<file path="config.mk">
export PLATFORM = sky130hd
export DESIGN_NAME = fifo_reader
export DESIGN_NICKNAME = d
export VERILOG_FILES = /design/src/rtl/fifo_reader_pkg.sv /design/src/rtl/fifo_reader.sv
export SDC_FILE = /design/constraint.sdc
export NUM_CORES = 1
export LEC_CHECK = 0
export ABC_AREA = 0
export CORE_ASPECT_RATIO = 1.5
export CORE_MARGIN = 8
export CORE_UTILIZATION = 66
export DETAILED_ROUTE_END_ITERATION = 10
export DONT_BUFFER_PORTS = 1
export PLACE_DENSITY_LB_ADDON = 0.05
export SLEW_MARGIN = 20
export SYNTH_ARGS = -nofsm -noshare
export SYNTH_HDL_FRONTEND = slang
export SYNTH_SLANG_ARGS = --single-unit
</file>
<file path="constraint.sdc">
create_clock -name clk -period 3.5 [get_ports clk]
set_clock_uncertainty 0.15 [all_clocks]
set_input_delay 0.525 -clock clk [delete_from_list [all_inputs] [get_ports clk]]
set_output_delay 0.525 -clock clk [all_outputs]
set_load 0.05 [all_outputs]
</file>
<file path="src/rtl/fifo_reader_pkg.sv">
// Shared types and constants for the FIFO-to-stream reader.
package fifo_reader_pkg;

    localparam int BUF_DEPTH = 2;

    typedef enum logic [1:0] {
        EMPTY = 2'd0,
        ONE   = 2'd1,
        TWO   = 2'd2
    } state_e;

    function automatic logic [1:0] state_occupancy(input state_e st);
        logic [1:0] occ;
        case (st)
            EMPTY:   occ = 2'd0;
            ONE:     occ = 2'd1;
            TWO:     occ = 2'd2;
            default: occ = 2'd0;
        endcase
        return occ;
    endfunction

endpackage

</file>
<file path="src/rtl/fifo_reader.sv">
// Drains a 1-cycle-latency synchronous FIFO into a valid/ready stream through
// a head/skid buffer, counting words delivered since reset or flush.
module fifo_reader
    import fifo_reader_pkg::*;
#(
    parameter int DATA_WIDTH  = 8,
    parameter int COUNT_WIDTH = 8
) (
    input  logic                   clk,
    input  logic                   rst,
    input  logic                   flush,
    input  logic                   fifo_empty,
    output logic                   fifo_r_en,
    input  logic [DATA_WIDTH-1:0]  fifo_rdata,
    output logic                   m_valid,
    input  logic                   m_ready,
    output logic [DATA_WIDTH-1:0]  m_data,
    output logic [COUNT_WIDTH-1:0] rd_count
);

    state_e                 state_q,    state_d;
    logic [DATA_WIDTH-1:0]  head_q,     head_d;
    logic [DATA_WIDTH-1:0]  skid_q,     skid_d;
    logic                   inflight_q, inflight_d;
    logic [COUNT_WIDTH-1:0] rd_count_q, rd_count_d;

    logic                   pop_s;
    logic                   load_s;
    logic [2:0]             demand_s;
    logic [2:0]             limit_s;

    assign pop_s    = m_valid & m_ready;
    assign load_s   = inflight_q;
    assign m_valid  = (state_q != EMPTY);
    assign m_data   = head_q;
    assign rd_count = rd_count_q;

    // Issue a read only if the word can land in the buffer, counting this cycle's pop.
    always_comb begin
        demand_s  = {1'b0, state_occupancy(state_q)} + {2'b00, inflight_q};
        limit_s   = 3'(BUF_DEPTH) + {2'b00, pop_s};
        fifo_r_en = ~fifo_empty & ~flush & ~rst & (demand_s < limit_s);
    end

    // Buffer FSM: head always presents the oldest word, skid holds the next one.
    always_comb begin
        state_d = state_q;
        head_d  = head_q;
        skid_d  = skid_q;
        if (flush) begin
            state_d = EMPTY;
        end else begin
            case (state_q)
                EMPTY: begin
                    if (load_s) begin
                        state_d = ONE;
                        head_d  = fifo_rdata;
                    end else begin
                        state_d = EMPTY;
                    end
                end
                ONE: begin
                    if (load_s && !pop_s) begin
                        state_d = TWO;
                        skid_d  = fifo_rdata;
                    end else if (pop_s && !load_s) begin
                        state_d = EMPTY;
                    end else if (load_s && pop_s) begin
                        state_d = ONE;
                        head_d  = fifo_rdata;
                    end else begin
                        state_d = ONE;
                    end
                end
                TWO: begin
                    if (pop_s) begin
                        head_d = skid_q;
                        if (load_s) begin
                            state_d = TWO;
                            skid_d  = fifo_rdata;
                        end else begin
                            state_d = ONE;
                        end
                    end else begin
                        state_d = TWO;
                    end
                end
                default: begin
                    state_d = EMPTY;
                end
            endcase
        end
    end

    // In-flight tracking and delivered-word counter; flush wins over a same-cycle pop.
    always_comb begin
        inflight_d = fifo_r_en;
        if (flush) begin
            rd_count_d = {COUNT_WIDTH{1'b0}};
        end else if (pop_s) begin
            rd_count_d = rd_count_q + COUNT_WIDTH'(1);
        end else begin
            rd_count_d = rd_count_q;
        end
    end

    // State registers with synchronous reset.
    always_ff @(posedge clk) begin
        if (rst) begin
            state_q    <= EMPTY;
            head_q     <= {DATA_WIDTH{1'b0}};
            skid_q     <= {DATA_WIDTH{1'b0}};
            inflight_q <= 1'b0;
            rd_count_q <= {COUNT_WIDTH{1'b0}};
        end else begin
            state_q    <= state_d;
            head_q     <= head_d;
            skid_q     <= skid_d;
            inflight_q <= inflight_d;
            rd_count_q <= rd_count_d;
        end
    end

    a_no_overflow_in_two : assert property (@(posedge clk) disable iff (rst)
        !((state_q == TWO) && load_s && !pop_s));

    a_no_read_when_empty : assert property (@(posedge clk)
        !(fifo_r_en && fifo_empty));

endmodule

</file>
==> flow_summary_export.csv, run 1 <==
group,metric,value,unit
cts,cts.sink_count,27,
cts,clockBufferDepth,2,
placed_design,numPlacedInstances,158,
placed_design,dp_hpwl,2140,µm
synthesis,yosysSeqAreaShare,38.4,%
worst_setup_path,worst_path_maximum_fanout,9,
floorplanning,floorplan.die.width,53.7,µm
run_status,outcome,"complete, no violations",
worst_setup_path,startpoint_type,"flip-flop",
power,sequentialPowerShare,66.8,%
synthesis,ys_warn_count,0,
drt,drt_iter0_markers,11,
hold_path,min-delay-path-class,"in -> reg",
timing,postLayoutSetupSlackWorst,0.595,ns
cts,cts-hold-fix-buffers,0,
worst_setup_path,cpPeakStageDelay,0.50,ns
drt,detail_route.drc_violations,0,
timing,totalNegativeSetupSlack,0,ns
drt,detail_route.wl_per_cell,17.1,µm
cells_and_area,num-nets-final,158,
worst_setup_path,critical_path_buf_inv_count,2,
worst_setup_path,critPathSlowestCell,"sky130_fd_sc_hd__dfxtp_1",
timing,unrepaired_setup_endpoints_after_global_routing,"false",
floorplanning,initial_core_util,69.4,%
cts,cts_tree,"built",
cts,post_cts.repair.setup_buffers,0,
cts,worstSkewPairLatency,0.32,ns
cts,cts-buffers-inserted,3,
power,power.combinational.fraction,6.1,%
grt,vias_in_the_first_global_route,1020,
floorplanning,i_o_pin_count,31,
drt,ant_nets,0,
timing,timing.final.hold_violations,0,
power,power.leakage,0.000545,µW
timing,max_clock_freq,344,MHz
cts,resized_cells_post_cts,0,
drt,drt-vias-per-instance,5.97,
cells_and_area,post_route_cells_drive_above_1_share,26.4,%
cts,cts-htree-levels,1,
drt,drt-total-wl,2770,µm
timing,final-setup-viol-count,0,
synthesis,synthCells,139,
drt,via_count,967,
power,power_dens_cells,340,mW/mm²
grt,antenna_violations_before_repair,0,
timing,period_share,83.0,%
grt,global_route_wire_length_before_repair,4630,µm
cts,cts_root_buffer,"sky130_fd_sc_hd__clkbuf_4",
grt,globalRoute.totalOverflow,0,
floorplanning,die_area,0.00389,mm²
grt,largest_net_degree_at_the_start_of_global_routing,18,
synthesis,syn_avg_cell_area,10.1,µm²
cells_and_area,utilization,71.4,%
placed_design,preCtsSetupSlack,0.963,ns
timing,hold_ws,0.0926,ns
worst_setup_path,critical_path.top_delay_family,"simple AND/OR/NAND/NOR gates",
timing,timing.slew.headroom,57.4,%
timing,post-route-min-period,2.90,ns
worst_setup_path,critPathArrivalTime,2.23,ns
floorplanning,row_count,20,
grt,combined_global_route_utilization_of_all_metal_layers,15.3,%
synthesis,ys_seq_elements,27,
cells_and_area,layout_area_overhead,2.94,%
power,clock_share_of_power,27.1,%
worst_setup_path,setup.worst_path.end_class,"output pin",
worst_setup_path,worst-setup-path-type,"reg -> out",
synthesis,synth_cell_type_count,36,
synthesis,synth_nets,156,
synthesis,synth.cell_area,0.00141,mm²
power,worst_ir_drop_vdd,0.000245,V
drt,drt-pass1-iter-count,6,
run,drv_cap,0,
cells_and_area,layout.cells.non_filler,162,
worst_setup_path,required_time_at_the_endpoint_of_the_critical_path,2.82,ns
floorplanning,floorplan.die.height,72.5,µm
power,internal_power,368,µW
timing,slew_viol_final,0,
worst_setup_path,cp_cell_sequence,"nand2b_1 -> inv_2 -> ha_1 -> o21ai_1 -> nor4b_2 -> buf_4",
placed_design,gp_routability_congestion,0.810,
power,swShare,25.1,%
cells_and_area,n_antenna_cell,0,
placed_design,buffer_ports.inserted,0,
timing,tightestPinTransition,0.639,ns
power,switching_power,123,µW
floorplanning,core_area,0.00203,mm²
cts,clk_pin_slew_worst_paths,0.15,ns
-- cell usage in the layout (no fill, tap or decap), types with 2 or more instances in the layout --
| master | n |
|---|---|
| sky130_fd_sc_hd__a21oi_1 | 3 |
| sky130_fd_sc_hd__inv_1 | 3 |
| sky130_fd_sc_hd__xnor2_1 | 4 |
| sky130_fd_sc_hd__mux2i_1 | 16 |
| sky130_fd_sc_hd__o21ai_0 | 3 |
| sky130_fd_sc_hd__dfxtp_1 | 27 |
| sky130_fd_sc_hd__xor2_1 | 2 |
| sky130_fd_sc_hd__nor3_2 | 17 |
| sky130_fd_sc_hd__ha_1 | 4 |
| sky130_fd_sc_hd__nor2_1 | 16 |
| sky130_fd_sc_hd__nand2_1 | 7 |
| sky130_fd_sc_hd__nand3_1 | 2 |
| sky130_fd_sc_hd__buf_4 | 3 |
| sky130_fd_sc_hd__o21a_1 | 6 |
| sky130_fd_sc_hd__clkbuf_4 | 3 |
| sky130_fd_sc_hd__o21a_2 | 2 |
| sky130_fd_sc_hd__or2_2 | 2 |
| sky130_fd_sc_hd__nand2b_1 | 2 |
-- layout make-up --
| type | instances | area [µm²] |
|---|---|---|
| clock inverter | 1 | 5.00 |
| timing repair buffer | 3 | 22.5 |
| multi-input combinational | 101 | 808 |
| inverter | 5 | 21.3 |
| tap | 22 | 27.5 |
| sequential | 27 | 541 |
| fill | 162 | 579 |
| clock buffer | 3 | 22.5 |
-- metal layers --
metal | wire [µm] | vias to the layer above | global-route usage, %
li1 | - | 485 | -
met1 | 1020 | 455 | 15.3
met2 | 1500 | 21 | 26.6
met3 | 191 | 6 | 4.70
met4 | 61 | 0 | 7.61
met5 | 0 | - | 0
-- power groups by stage --
stage / Sequential [µW] / Combinational [µW] / Clock (µW)
3_3_place_gp: 335 / 29.4 / 0
5_1_grt: 329 / 32.4 / 146
6_report: 328 / 29.9 / 133
2_1_floorplan: 334 / 28.5 / 0
3_5_place_dp: 335 / 30.4 / 0
4_1_cts: 329 / 30.4 / 138
-- synthesized netlist by cell type --
library cell                n  area, µm²
sky130_fd_sc_hd__inv_2      1       3.75
sky130_fd_sc_hd__inv_4      1       6.26
sky130_fd_sc_hd__nor4_2     1       12.5
sky130_fd_sc_hd__o21a_4     1       15.0
sky130_fd_sc_hd__nand2_1    7       26.3
sky130_fd_sc_hd__nand2b_4   1       13.8
sky130_fd_sc_hd__nand2b_1   2       12.5
sky130_fd_sc_hd__clkbuf_1   3       11.3
sky130_fd_sc_hd__a211oi_2   1       12.5
sky130_fd_sc_hd__a22oi_1    1       7.51
sky130_fd_sc_hd__nand3b_1   1       7.51
sky130_fd_sc_hd__o21ai_1    1       5.00
sky130_fd_sc_hd__nor4_4     1       21.3
sky130_fd_sc_hd__xnor2_1    4       35.0
sky130_fd_sc_hd__buf_8      1       15.0
sky130_fd_sc_hd__o21a_2     2       17.5
sky130_fd_sc_hd__or3_1      1       6.26
sky130_fd_sc_hd__nor4b_1    2       17.5
sky130_fd_sc_hd__a21oi_1    3       15.0
sky130_fd_sc_hd__nand3_1    2       10.0
sky130_fd_sc_hd__buf_2      1       5.00
sky130_fd_sc_hd__nand4_1    1       6.26
sky130_fd_sc_hd__nor2_1    16       60.1
sky130_fd_sc_hd__dfxtp_1   27        541
sky130_fd_sc_hd__inv_1      3       11.3
sky130_fd_sc_hd__o21a_1     6       45.0
sky130_fd_sc_hd__o21ai_0    3       15.0
sky130_fd_sc_hd__nand4b_1   1       8.76
sky130_fd_sc_hd__nor3_2    17        170
sky130_fd_sc_hd__nor3_1     1       5.00
sky130_fd_sc_hd__or2_2      2       12.5
sky130_fd_sc_hd__mux2i_1   16        160
sky130_fd_sc_hd__a21oi_4    1       16.3
sky130_fd_sc_hd__buf_6      1       11.3
sky130_fd_sc_hd__xor2_1     2       17.5
sky130_fd_sc_hd__ha_1       4       50.1
-- worst reg2reg max path: stages (launching register included) --
cell and delay (ns):
sky130_fd_sc_hd__dfxtp_1 0.50, sky130_fd_sc_hd__o21a_4 0.22, sky130_fd_sc_hd__inv_4 0.07, sky130_fd_sc_hd__ha_1 0.20, sky130_fd_sc_hd__nand2b_1 0.16, sky130_fd_sc_hd__a211oi_2 0.23
sky130_fd_sc_hd__buf_4 0.27, sky130_fd_sc_hd__o21a_1 0.16, sky130_fd_sc_hd__nor3_2 0.04
-- metrics by stage --
step                      total power [µW]  area, µm²
after floorplan                        362       1410
after global placement                 364       1420
final                                  492       1450
after detailed placement               366       1420
after global routing                   508       1450
after CTS                              498       1450
-- final timing paths --
check,slack (ns),cells after the start,startpoint,to
max,0.60,6,state_q[0]$_SDFF_PP0_,fifo_r_en
min reg2reg,0.36,2,skid_q[3]$_SDFFE_PP0P_,skid_q[3]$_SDFFE_PP0P_
min,0.09,1,rst,m_data[0]$_SDFFE_PP0P_
max reg2reg,1.42,8,state_q[0]$_SDFF_PP0_,m_data[7]$_SDFFE_PP0P_
-- state kept, by name, indices dropped and copies added, names as in the netlist --
signal / count
inflight_q: 1
m_data: 8
rd_count: 8
skid_q: 8
state_q: 2
-- cells by family after synthesis --
logic type               share of synthesized area [%]
adder cells (fa/ha/maj)                           3.56
AND/OR/NAND/NOR                                   27.8
XOR/XNOR                                          3.74
buffers and inverters                             4.54
multiplexers                                      11.4
flip-flops                                        38.4
AO/OA/AOI/OAI                                     10.6
Power figures use the tool's default switching activity.
==> inputs of run 2 (changes only) <==
--- a/config.mk
+++ b/config.mk
@@ -8,7 +8,7 @@
 export ABC_AREA = 0
 export CORE_ASPECT_RATIO = 1.5
 export CORE_MARGIN = 8
-export CORE_UTILIZATION = 66
+export CORE_UTILIZATION = 61
 export DETAILED_ROUTE_END_ITERATION = 10
 export DONT_BUFFER_PORTS = 1
 export PLACE_DENSITY_LB_ADDON = 0.05
==> constraint.sdc (replaced) <==
create_clock -name clk -period 2.8 [get_ports clk]
set_clock_uncertainty 0.15 [all_clocks]
set_input_delay 0.42 -clock clk [delete_from_list [all_inputs] [get_ports clk]]
set_output_delay 0.42 -clock clk [all_outputs]
set_load 0.05 [all_outputs]
==> run 2 against run 1 <==
Against the previous run: count of clock-buffer cells in the layout did not move; wire length fell by 0.43%; largest cell class unchanged; via count rose by 2.4%; critical path type unchanged.
==> flow_summary_export.csv, run 2 (same netlist as run 1, synthesis figures left out) <==
group,metric,value,unit
floorplanning,floorplan.die.width,55.2,µm
placed_design,preCtsSetupSlack,0.588,ns
worst_setup_path,worst-setup-path-type,"reg -> out",
cts,resized_cells_post_cts,0,
worst_setup_path,rr_startpoint,"state_q[0]$_SDFF_PP0_",
cts,cts-buffers-inserted,3,
placed_design,numPlacedInstances,161,
floorplanning,core_area,0.00221,mm²
floorplanning,i_o_pin_count,31,
cts,worstSkewPairLatency,0.32,ns
power,power_dens_cells,419,mW/mm²
grt,vias_in_the_first_global_route,1012,
run_status,outcome,"complete, no violations",
timing,max_clock_freq,387,MHz
floorplanning,row_count,21,
drt,drt-pass1-iter-count,4,
grt,combined_global_route_utilization_of_all_metal_layers,13.5,%
grt,globalRoute.totalOverflow,0,
worst_setup_path,required_time_at_the_endpoint_of_the_critical_path,2.23,ns
worst_setup_path,setup.worst_path.start,"state_q[0]$_SDFF_PP0_",
drt,detailroute.wirelength.met3,192,µm
cts,cts-htree-levels,1,
grt,global_route_wire_length_before_repair,4640,µm
cells_and_area,n_antenna_cell,0,
cells_and_area,num-nets-final,162,
placed_design,buffer_ports.inserted,0,
grt,largest_net_degree_at_the_start_of_global_routing,17,
timing,hold_ws,0.0850,ns
power,switching_power,159,µW
drt,detail_route.wl_per_cell,16.5,µm
floorplanning,initial_core_util,63.7,%
power,worst_ir_drop_vdd,0.000348,V
power,power.combinational.fraction,7.1,%
worst_setup_path,setup.worst_path.end_class,"output pin",
cells_and_area,post_route_cells_drive_above_1_share,27.1,%
timing,postLayoutSetupSlackWorst,0.214,ns
power,swShare,25.6,%
drt,drt-total-wl,2760,µm
cells_and_area,final_layout_fill_cell_count,184,
cells_and_area,layout_area_overhead,5.52,%
cts,cts_root_buffer,"sky130_fd_sc_hd__clkbuf_4",
timing,post-route-min-period,2.59,ns
floorplanning,die_area,0.00413,mm²
timing,totalNegativeSetupSlack,0,ns
worst_setup_path,startpoint_type,"flip-flop",
drt,ant_nets,0,
cells_and_area,layout.cells.non_filler,167,
power,internal_power,462,µW
power,design_power_total,622,µW
drt,met2WireLength,1540,µm
drt,drt_iter0_markers,17,
timing,slew_viol_final,0,
cells_and_area,mostFrequentLayoutCell,"sky130_fd_sc_hd__dfxtp_1",
timing,unrepaired_setup_endpoints_after_global_routing,"false",
placed_design,gp_routability_congestion,0.810,
worst_setup_path,worst_path_maximum_fanout,8,
grt,antenna_violations_before_repair,0,
power,clock_share_of_power,27.0,%
timing,timing.slew.headroom,52.1,%
worst_setup_path,critPathArrivalTime,2.02,ns
power,sequentialPowerShare,65.9,%
hold_path,min-delay-path-class,"in -> reg",
drt,drt-vias-per-instance,5.93,
cts,cts_tree,"built",
drt,drt-met1-wl,975,µm
drt,topRoutingLayerUsed,"met4",
placed_design,dp_hpwl,2110,µm
cts,clk_pin_slew_worst_paths,0.14,ns
power,power.leakage,0.000563,µW
floorplanning,floorplan.die.height,74.8,µm
timing,period_share,92.3,%
timing,tightestPinTransition,0.717,ns
drt,via_count,990,
cts,cts.sink_count,27,
timing,timing.final.hold_violations,0,
hold_path,hold_path_startpoint,"fifo_rdata[2]",
run,drv_cap,0,
cells_and_area,layout.cells.most_common_list,"sky130_fd_sc_hd__dfxtp_1 (27), sky130_fd_sc_hd__nor3_2 (17), sky130_fd_sc_hd__nor2_1 (16), sky130_fd_sc_hd__mux2i_1 (16), sky130_fd_sc_hd__nand2_1 (7)",
drt,detail_route.drc_violations,0,
cts,clockBufferDepth,2,
timing,final-setup-viol-count,0,
run 2: metrics by stage:
step                util [%]  area (µm²)
floorplan                  -        1410
global placement        65.1        1440
detailed placement      65.1        1440
CTS                     67.2        1480
global route            67.2        1480
finish                  67.2        1480
run 2: path summary, 6_finish.rpt:
check / to / slack, ns / cells after the start
max: fifo_r_en / 0.21 / 7
min: skid_q[2]$_SDFFE_PP0P_ / 0.08 / 2
max reg2reg: m_data[3]$_SDFFE_PP0P_ / 0.73 / 8
min reg2reg: skid_q[2]$_SDFFE_PP0P_ / 0.36 / 2
run 2: what timing repair did:
| item | 4_1_cts | 5_1_grt |
|---|---|---|
| hold buffers | 2 | 0 |
| hold endpoints to repair | 17 | 0 |
| setup buffers | 0 | 0 |
run 2: metal layers:
layer	track usage (%)	vias up
met2	26.1	21
met4	4.95	0
met3	4.89	7
met1	12.7	465
li1	-	497
met5	0	-
run 2: critical path, cell delays in order, from the launching register on:
cell and delay (ns):
sky130_fd_sc_hd__dfxtp_1 0.50, sky130_fd_sc_hd__inv_1 0.09, sky130_fd_sc_hd__nor2_1 0.16, sky130_fd_sc_hd__ha_1 0.17
sky130_fd_sc_hd__ha_1 0.22, sky130_fd_sc_hd__o21ai_1 0.09, sky130_fd_sc_hd__nor4b_2 0.21, sky130_fd_sc_hd__buf_4 0.24
run 2: power by group through the flow:
stage	Combinational (µW)	Clock, µW	Sequential [µW]
after floorplan	35.9	0	417
after global placement	37.5	0	419
after detailed placement	38.4	0	419
after CTS	44.9	175	410
after global routing	47.5	192	411
final	44.0	168	410
run 2: layout make-up:
type | instances | area, µm² | area share, %
Clock buffer | 3 | 22.5 | 1.52
Clock inverter | 1 | 5.00 | 0.337
Inverter | 5 | 21.3 | 1.43
Multi-Input combinational cell | 101 | 808 | 54.5
Sequential cell | 27 | 541 | 36.4
Tap cell | 23 | 28.8 | 1.94
Timing Repair Buffer | 7 | 57.6 | 3.88
